[config.mk]
export PLATFORM = sky130hd
export DESIGN_NAME = dds_update_scheduler
export DESIGN_NICKNAME = d
export VERILOG_FILES = /design/src/rtl/dds_update_scheduler_pkg.sv /design/src/rtl/dds_update_scheduler_rr_arbiter_3.sv /design/src/rtl/dds_update_scheduler.sv
export SDC_FILE = /design/constraint.sdc
export NUM_CORES = 1
export LEC_CHECK = 0
export BUFFER_PORTS_ARGS = -buffer_cell sky130_fd_sc_hd__buf_2
export CAP_MARGIN = 20
export CORE_MARGIN = 2
export CORE_UTILIZATION = 50
export DETAILED_ROUTE_END_ITERATION = 6
export PLACE_DENSITY_LB_ADDON = 0.1
export SETUP_SLACK_MARGIN = 0.5
export SLEW_MARGIN = 20
export SYNTH_ARGS = -nofsm -noshare
export SYNTH_HDL_FRONTEND = slang
export SYNTH_SLANG_ARGS = --single-unit
[constraint.sdc]
create_clock -name clk_in -period 4.3 [get_ports clk_in]
set_clock_uncertainty 0.15 [all_clocks]
set_input_delay 0.86 -clock clk_in [delete_from_list [all_inputs] [get_ports clk_in]]
set_output_delay 0.86 -clock clk_in [all_outputs]
set_load 0.05 [all_outputs]
[src/rtl/dds_update_scheduler_pkg.sv]
// Shared encodings for the DDS update scheduler: parameter types, FSM states
// and the default DDS address map.
package dds_update_scheduler_pkg;

  typedef enum logic [1:0] {
    P_FREQ  = 2'd0,
    P_PHASE = 2'd1,
    P_AMP   = 2'd2
  } ptype_t;

  localparam int N_TYPES = 3;

  typedef enum logic [1:0] {
    ST_IDLE  = 2'd0,
    ST_ISSUE = 2'd1,
    ST_WAIT  = 2'd2
  } state_t;

  localparam int FREQ0_ADDR  = 8;
  localparam int PHASE0_ADDR = 12;
  localparam int AMP0_ADDR   = 16;

  // Successor in the FREQ -> PHASE -> AMP -> FREQ rotation.
  function automatic logic [1:0] rr_next(input logic [1:0] t);
    return (t == 2'd2) ? 2'd0 : t + 2'd1;
  endfunction

endpackage

[src/rtl/dds_update_scheduler_rr_arbiter_3.sv]
// Three-request round-robin arbiter; search starts at the type after the
// last grant, and the pointer only moves when update_en is asserted.
module rr_arbiter_3
  import dds_update_scheduler_pkg::*;
(
  input  logic       clk_in,
  input  logic       reset_in,
  input  logic [2:0] req,
  input  logic       update_en,
  output logic [2:0] grant,
  output logic [1:0] grant_idx,
  output logic       any_req
);

  logic [1:0] last_q;
  logic [1:0] first_idx;
  logic [1:0] second_idx;

  // Last grant resets to AMP so the first search after reset begins at FREQ.
  always_ff @(posedge clk_in) begin
    if (reset_in) begin
      last_q <= 2'(P_AMP);
    end else if (update_en && any_req) begin
      last_q <= grant_idx;
    end
  end

  always_comb begin
    first_idx  = rr_next(last_q);
    second_idx = rr_next(first_idx);
    any_req    = |req;
    if (req[first_idx]) begin
      grant_idx = first_idx;
    end else if (req[second_idx]) begin
      grant_idx = second_idx;
    end else begin
      grant_idx = last_q;
    end
    grant = any_req ? (3'b001 << grant_idx) : 3'b000;
  end

endmodule

[src/rtl/dds_update_scheduler.sv]
// Per-channel DDS update scheduler: captures PID words for this DDS, coalesces
// them latest-wins, and issues one write at a time, round-robin by type.
module dds_update_scheduler
  import dds_update_scheduler_pkg::*;
#(
  parameter int W_CHAN     = 5,
  parameter int W_DATA     = 48,
  parameter int W_FREQ     = 48,
  parameter int W_PHASE    = 14,
  parameter int W_AMP      = 10,
  parameter int FREQ_ADDR  = FREQ0_ADDR,
  parameter int PHASE_ADDR = PHASE0_ADDR,
  parameter int AMP_ADDR   = AMP0_ADDR,
  parameter int TIMEOUT    = 4096,
  parameter int W_CNT      = 16
) (
  input  logic               clk_in,
  input  logic               reset_in,
  input  logic               dv_in,
  input  logic [W_CHAN-1:0]  chan_in,
  input  logic [W_DATA-1:0]  data_in,
  input  logic               wr_done_in,
  output logic [W_FREQ-1:0]  freq_out,
  output logic [W_PHASE-1:0] phase_out,
  output logic [W_AMP-1:0]   amp_out,
  output logic               freq_dv_out,
  output logic               phase_dv_out,
  output logic               amp_dv_out,
  output logic               busy_out,
  output logic [2:0]         pend_out,
  output logic [W_CNT-1:0]   coalesce_cnt_out,
  output logic               timeout_out
);

  localparam int W_TO = $clog2(TIMEOUT + 1);

  state_t                state;
  logic [W_TO-1:0]       to_cnt;
  logic [N_TYPES-1:0]    cap;
  logic [N_TYPES-1:0]    pend;
  logic [N_TYPES-1:0]    grant;
  logic [N_TYPES-1:0]    issue_sel;
  logic [1:0]            grant_idx;
  logic                  any_req;
  logic                  sel_now;
  logic [W_FREQ-1:0]     pend_freq;
  logic [W_PHASE-1:0]    pend_phase;
  logic [W_AMP-1:0]      pend_amp;

  always_comb begin
    cap = '0;
    if (dv_in) begin
      cap[int'(P_FREQ)]  = (chan_in == W_CHAN'(FREQ_ADDR));
      cap[int'(P_PHASE)] = (chan_in == W_CHAN'(PHASE_ADDR));
      cap[int'(P_AMP)]   = (chan_in == W_CHAN'(AMP_ADDR));
    end
  end

  assign sel_now   = (state == ST_IDLE) && any_req;
  assign issue_sel = sel_now ? grant : '0;
  assign busy_out  = (state != ST_IDLE);
  assign pend_out  = pend;

  rr_arbiter_3 u_arb (
    .clk_in    (clk_in),
    .reset_in  (reset_in),
    .req       (pend),
    .update_en (sel_now),
    .grant     (grant),
    .grant_idx (grant_idx),
    .any_req   (any_req)
  );

  // A capture into the type being issued this cycle re-arms its pending flag
  // and is not counted as a coalesce: the old value goes out, the new one waits.
  always_ff @(posedge clk_in) begin
    if (reset_in) begin
      pend             <= '0;
      pend_freq        <= '0;
      pend_phase       <= '0;
      pend_amp         <= '0;
      coalesce_cnt_out <= '0;
    end else begin
      pend <= cap | (pend & ~issue_sel);
      if (cap[int'(P_FREQ)]) begin
        pend_freq <= data_in[W_FREQ-1:0];
      end
      if (cap[int'(P_PHASE)]) begin
        pend_phase <= data_in[W_PHASE-1:0];
      end
      if (cap[int'(P_AMP)]) begin
        pend_amp <= data_in[W_AMP-1:0];
      end
      if ((|(cap & pend & ~issue_sel)) && (coalesce_cnt_out != '1)) begin
        coalesce_cnt_out <= coalesce_cnt_out + 1'b1;
      end
    end
  end

  always_ff @(posedge clk_in) begin
    if (reset_in) begin
      state        <= ST_IDLE;
      to_cnt       <= '0;
      freq_out     <= '0;
      phase_out    <= '0;
      amp_out      <= '0;
      freq_dv_out  <= 1'b0;
      phase_dv_out <= 1'b0;
      amp_dv_out   <= 1'b0;
      timeout_out  <= 1'b0;
    end else begin
      freq_dv_out  <= 1'b0;
      phase_dv_out <= 1'b0;
      amp_dv_out   <= 1'b0;
      case (state)
        ST_IDLE: begin
          if (any_req) begin
            case (ptype_t'(grant_idx))
              P_FREQ: begin
                freq_out    <= pend_freq;
                freq_dv_out <= 1'b1;
              end
              P_PHASE: begin
                phase_out    <= pend_phase;
                phase_dv_out <= 1'b1;
              end
              P_AMP: begin
                amp_out    <= pend_amp;
                amp_dv_out <= 1'b1;
              end
              default: ;
            endcase
            state <= ST_ISSUE;
          end
        end
        ST_ISSUE: begin
          to_cnt <= '0;
          state  <= ST_WAIT;
        end
        // The counter indexes WAIT cycles, so the wait lasts TIMEOUT cycles at most.
        ST_WAIT: begin
          if (wr_done_in) begin
            state <= ST_IDLE;
          end else if (to_cnt == W_TO'(TIMEOUT - 1)) begin
            timeout_out <= 1'b1;
            state       <= ST_IDLE;
          end else begin
            to_cnt <= to_cnt + 1'b1;
          end
        end
        default: state <= ST_IDLE;
      endcase
    end
  end

endmodule
==> impl_metrics.py, run 1 <==
metrics = {
    "detailed_routing": {
        "drc": 0,
        "routed_wl_mm": 16.19,
        "vias": 5923,
        "via_per_inst": 5.256,
        "dr.pass1.iters": 5,
        "drt_iter0_drc": 347,
        "wl_per_cell_um": 14.37,
        "ant_nets": 0,
    },
    "pwr": {
        "switchingPower_mw": 0.6873,
        "total_power_mw": 3.389,
        "clock_power_share_pct": 46.6,
        "switching_share_pct": 20.28,
        "combPwrFrac_pct": 2.8,
        "intPower_mw": 2.701,
        "power.density_nw_per_um2": 410.9,
        "p_seq_share_pct": 50.6,
        "vdd_drop_max_mv": 0.2907,
        "leakagePower_nw": 3.425,
    },
    "logic_synthesis": {
        "synthAdderAreaFrac_pct": 0.3680,
        "avgSynthCellArea_um2": 8.375,
        "synth_seq_cells": 184,
        "ys.flop_type": "dfxtp_1",
        "synth_cell_types": 46,
        "synth_edf_count": 0,
        "syn-num-nets": 871,
        "syn_area_um2": 6800,
        "synth_compound_area_share_pct": 12.88,
        "netlist_instances": 812,
        "yosys.area_share.xor_xnor_pct": 1.288,
        "synthArstFlopShare_pct": 0,
        "synth_warnings": 0,
        "yosys.area_share.simple_pct": 22.83,
        "synth_top_family_by_area": "simple AND/OR/NAND/NOR gates",
        "yosysSeqAreaShare_pct": 54.17,
        "synthMuxAreaShare_pct": 5.317,
    },
    "sta": {
        "setup_tns_ps": 0,
        "min_period_over_period_pct": 67.54,
        "slew_violations": 0,
        "max_freq_ghz": 0.3443,
        "slew-limit-headroom_pct": 31.06,
        "tightest_slew_ps": 1031,
        "rsz0062_at_grt": "false",
        "final-setup-viol-count": 0,
        "period_minus_slack_ps": 2904,
        "hold_viol": 0,
    },
    "worst_setup_path": {
        "critPathRequiredTime_ps": 4420,
        "crit_type": "flop to flop",
        "cp_max_fo": 26,
        "critPathLaunch": "pend_out[0]",
        "max_stage_delay_ps": 840,
        "r2r_cells": 6,
        "arrival_ps": 3030,
        "slowest_stage": "o31ai_4",
        "r2r-end": "coalesce_cnt_out[1]",
        "r2r_slack_ps": 1400,
        "start_kind": "flop",
        "reg2reg_from": "pend_out[0]",
        "cp-end-kind": "flop",
        "cpMostUsedCell": "nor2_1",
        "crit_end": "coalesce_cnt_out[1]",
        "crit_path_cell_trace": "nor2_1 > o32ai_1 > a311oi_2 > o31ai_4 > mux2i_1 > nor2_1",
    },
    "grt": {
        "grt_max_degree": 92,
        "grt_usage_pct": 22.14,
        "grt_pass1_vias": 5413,
        "grt_pass1_wl_mm": 25.77,
        "overflow": 0,
        "antenna_found_initial": 0,
    },
    "layout": {
        "nFillCells": 1195,
        "areaGrowthSynthToFinish_pct": 21.27,
        "drive_gt1_share_pct": 20.50,
        "final_nets": 998,
        "multiInputGateArea_um2": 2917,
        "n_antenna_cell": 0,
        "seq_area_um2": 3684,
    },
    "clocking": {
        "path_clk_slew_ps": 60,
        "cts_buffers": 17,
        "post_cts_buffers": 0,
        "clk_path_buf_depth": 2,
        "cts_hold_buffers": 0,
        "clock-root-buffer": "clkbuf_16",
        "cts_sinks": 184,
        "post_cts_resized": 0,
        "htree_num_levels": 4,
        "clk_latency_ps": 420,
        "tritoncts": "yes",
    },
    "floorplanning": {
        "dieArea_um2": 14550,
        "initial_core_util_pct": 51.35,
        "die_x_um": 120.6,
        "num_io_pins": 153,
        "core_area_um2": 13240,
        "core.rowCount": 42,
        "die_y_um": 120.6,
    },
    "placed_design": {
        "dp_hpwl_mm": 10.39,
        "portBuffers": 152,
        "gp_congestion": 0.8201,
    },
    "hold_path": {
        "worst_hold_path_type": "flop to flop",
    },
    "status": {
        "outcome": "completed",
    },
    "run": {
        "drv_cap": 0,
    },
}
metal layers:
metal  GRT usage [%]  wire, um
met5               0         0
met4           9.375       332
met3           6.557      1093
met2           33.86      7507
met1           29.15      7260
synth_stat cells, drive strengths merged, types with 2 or more instances:
library cell	number	area, um2
nand2	236	885.9
dfxtp	184	3684
a21oi	133	665.6
nor2	61	229.0
clkbuf	40	150.1
mux2i	35	350.3
nand3	14	70.07
o21ai	13	65.06
or3	12	75.07
buf	10	56.30
nor3	8	40.04
xnor2	8	70.07
nand4	7	43.79
nor2b	6	37.54
and3	4	25.02
nor3b	4	30.03
or4	4	33.78
nand2b	3	18.77
o31ai	3	36.28
ha	2	25.02
inv	2	7.510
nand3b	2	15.01
o311a	2	20.02
or2	2	12.52
xor2	2	17.52
registers in the layout (all words and copies together), names as in the netlist:
name	count
phase_out	14
u_arb.last_q	2
pend_phase	14
state	2
pend_amp	10
amp_out	10
pend_out	3
timeout_out	1
to_cnt	13
pend_freq	48
freq_dv_out	1
coalesce_cnt_out	16
phase_dv_out	1
freq_out	48
amp_dv_out	1
cell families (layout without fill, tap and decap cells):
logic type                 after synthesis  in the layout
and+or+nand+nor                        367            367
buffers and inverters                   52            191
DFF                                    184            184
xor gates and xnor gates                10             10
adders and majority gates                2              2
muxes                                   36             36
AOI/OAI and AO/OA                      161            161
stage by stage:
stage | std cells | setup slack, ps | util (%) | hold slack [ps] | area (um2)
floorplan | 812 | 1616 | - | 282.2 | 6800
global placement | 1096 | 1131 | 57.76 | 286.9 | 7649
detailed placement | 1096 | 1017 | 57.76 | 293.0 | 7649
CTS | 1127 | 1431 | 62.27 | 301.0 | 8247
global route | 1127 | 1227 | 62.27 | 313.6 | 8247
finish | 1127 | 1396 | 62.27 | 296.5 | 8247
cells in the final DEF, fill, tap and decap left out, types with 7 or more instances in the layout:
cell type	netlist	final
nand3_1	14	13
or3_1	12	12
clkbuf_16	0	17
dfxtp_1	184	184
nand2_1	236	235
nand4_1	7	7
o21ai_1	9	9
nor2_1	61	61
buf_2	3	151
mux2i_1	35	35
xnor2_1	8	8
nor3_1	8	7
a21oi_1	133	133
power by group through the flow:
| stage | Combinational, mW | Sequential [mW] | Clock [mW] |
|---|---|---|---|
| after floorplan | 0.0483 | 1.75 | 0 |
| final | 0.0963 | 1.71 | 1.58 |
| after CTS | 0.0959 | 1.71 | 1.62 |
| after global placement | 0.0937 | 1.75 | 0 |
| after global routing | 0.105 | 1.71 | 1.69 |
| after detailed placement | 0.0954 | 1.75 | 0 |
worst max-delay path, delay by kind of cell, from the launching register on:
kind	cells	cell delay, ps
simple gates	2	160
mux	1	270
flops	1	430
compound gates	3	1740
area by class of cell:
class | count | area share (%)
timing repair buffer | 158 | 9.953
inverter | 2 | 0.09103
sequential | 184 | 44.67
tap | 176 | 2.670
multi-input combinational | 576 | 35.37
clock inverter | 7 | 1.411
clock buffer | 24 | 5.841
worst min-delay path by stage:
stage	cells after the start	to	start	slack [ps]
after CTS	2	freq_out[33]	pend_freq[33]	300
after global placement	2	freq_out[32]	pend_freq[32]	290
final	2	freq_out[33]	pend_freq[33]	300
after global routing	2	freq_out[33]	pend_freq[33]	310
after detailed placement	2	freq_out[46]	pend_freq[46]	290
after floorplan	2	freq_out[0]	pend_freq[0]	280
No activity file was read; power rests on OpenSTA's default activity.
==> run 2, diff against run 1 <==
CORE_UTILIZATION = 48   (was 50)
clock period = 2.58 ns   (was 4.3 ns; I/O delays follow)
==> run 2 against run 1 <==
Net effect:
- via count grew 3.6%
- worst setup slack lost 1100 ps
- critical path depth grew 3
- sequential share of layout area shrank 2.9 points
- critical path type unchanged
- largest cell class unchanged
- largest power group unchanged
==> impl_metrics.py, run 2 (same netlist as run 1, synthesis figures left out) <==
metrics = {
    "status": {
        "outcome": "completed",
    },
    "clocking": {
        "clock-root-buffer": "clkbuf_16",
        "path_clk_slew_ps": 70,
        "cts_sinks": 184,
        "clk_path_buf_depth": 2,
        "clk_latency_ps": 430,
        "cts_buffers": 17,
        "htree_num_levels": 4,
        "cts_hold_buffers": 0,
        "tritoncts": "yes",
    },
    "hold_path": {
        "worst_hold_path_type": "primary input to flop",
        "min-delay-start": "data_in[17]",
    },
    "floorplanning": {
        "core.rowCount": 43,
        "dieArea_um2": 15140,
        "initial_core_util_pct": 48.99,
        "core_area_um2": 13880,
        "die_y_um": 123.0,
        "num_io_pins": 153,
        "die_x_um": 123.0,
    },
    "detailed_routing": {
        "wl_per_cell_um": 14.96,
        "vias": 6138,
        "drc": 0,
        "ant_nets": 0,
        "dr.pass1.iters": 5,
        "drt_iter0_drc": 390,
        "routed_wl_mm": 17.53,
        "via_per_inst": 5.237,
    },
    "run": {
        "drv_cap": 0,
    },
    "layout": {
        "drive_gt1_share_pct": 28.63,
        "reg.largest.list": "freq_out: 48 flops, pend_freq: 48 flops, coalesce_cnt_out: 16 flops",
        "mostFrequentLayoutCell": "nand2_1",
        "final_cell_area_um2": 8924,
        "final_cells": 1172,
        "utilization_pct": 64.29,
        "final_nets": 1038,
        "areaGrowthSynthToFinish_pct": 31.22,
        "n_antenna_cell": 0,
        "final_cell_mix": "nand2_1 (235), dfxtp_1 (164), buf_2 (151), a21oi_1 (128), nor2_1 (58)",
    },
    "sta": {
        "setup_ws_ps": 267.7,
        "min_period_over_period_pct": 89.62,
        "slew-limit-headroom_pct": 60.24,
        "slew_violations": 0,
        "rsz0062_at_grt": "true",
        "whs_ps": 172.1,
        "max_freq_ghz": 0.4325,
        "setup_tns_ps": 0,
        "period_minus_slack_ps": 2312,
        "hold_viol": 0,
        "final-setup-viol-count": 0,
        "tightest_slew_ps": 594.7,
    },
    "grt": {
        "grt_pass1_wl_mm": 26.90,
        "grt_pass1_vias": 5627,
        "grt_usage_pct": 22.44,
        "met3_usage_pct": 6.365,
        "use_met2_pct": 35.57,
        "grt_max_degree": 68,
        "grt-busiest-layer": "met2",
        "grt_util_met1_pct": 28.74,
        "overflow": 0,
        "antenna_found_initial": 0,
    },
    "placed_design": {
        "dp_slack_ps": -105.2,
        "placed_cell_area_um2": 7843,
        "dp_hpwl_mm": 10.74,
        "gp_congestion": 0.8966,
        "portBuffers": 152,
        "dp.cells": 1113,
    },
    "worst_setup_path": {
        "critPathRequiredTime_ps": 2780,
        "max_stage_delay_ps": 360,
        "start_kind": "flop",
        "critPathLaunch": "u_arb.last_q[0]",
        "slowest_stage": "dfxtp_4",
        "arrival_ps": 2520,
        "cpMostUsedCell": "buf_4",
        "crit_path_cell_trace": "nand2b_4 > a22o_4 > buf_6 > a311oi_4 > buf_4 > o31ai_4 > buf_4 > or3_4 > a21oi_2",
        "cp-end-kind": "flop",
        "cp_max_fo": 4,
        "crit_type": "flop to flop",
        "reg2reg_from": "u_arb.last_q[0]",
    },
    "pwr": {
        "total_power_mw": 5.806,
        "vdd_drop_max_mv": 0.4337,
        "leakagePower_nw": 3.753,
        "power.density_nw_per_um2": 650.6,
    },
}
==> run 2: cell types whose count changed in the layout (fill, tap and decap cells not counted), sizes merged <==
cell and delta:
buf +36, clkbuf -3, inv +3, o31ai +2
a21boi +1, clkinv +1, clkinvlp +1
==> run 2: layer usage <==
metal  share of wire, %  routed length (um)
met2                 47                8192
met5                  0                   0
met1                 45                7814
met3                6.4                1130
met4                2.3                 397
==> run 2: final timing paths <==
kind / to / slack, ps / cells after the start
hold reg to reg: freq_out[47] / 300 / 2
setup reg to reg: coalesce_cnt_out[5] / 270 / 9
setup / recovery: coalesce_cnt_out[5] / 270 / 9
hold / removal: pend_freq[17] / 170 / 3
==> run 2: where the power goes <==
part / switching [mW] / total (mW) / leakage [nW] / internal, mW
clock network: 1.12 / 2.76 / 0.309 / 1.65
registers: 0.00773 / 2.85 / 1.49 / 2.84
logic: 0.119 / 0.193 / 1.95 / 0.0741
==> run 2: repair_timing <==
action,CTS,global route
buffers inserted,11,10
gates cloned,3,3
endpoints found under the hold margin,0,0
setup endpoints to repair,34,80
pin swaps,18,12
gates resized for setup,19,27
==> run 2: area by class of cell <==
cell class                 count  area, um2
clock buffer                  20      478.0
clock inverter                12      160.2
fill                        1216       4957
inverter                       2      7.507
multi-input combinational    579       3147
sequential                   184       3731
tap                          180      225.2
timing repair buffer         195       1175
==> run 2: critical path: cells and delay by family (launching register included) <==
family,cells,cell delay (ps)
AOI/OAI and AO/OA,4,760
buffers and inverters,3,450
DFF,1,360
and+or+nand+nor,2,510
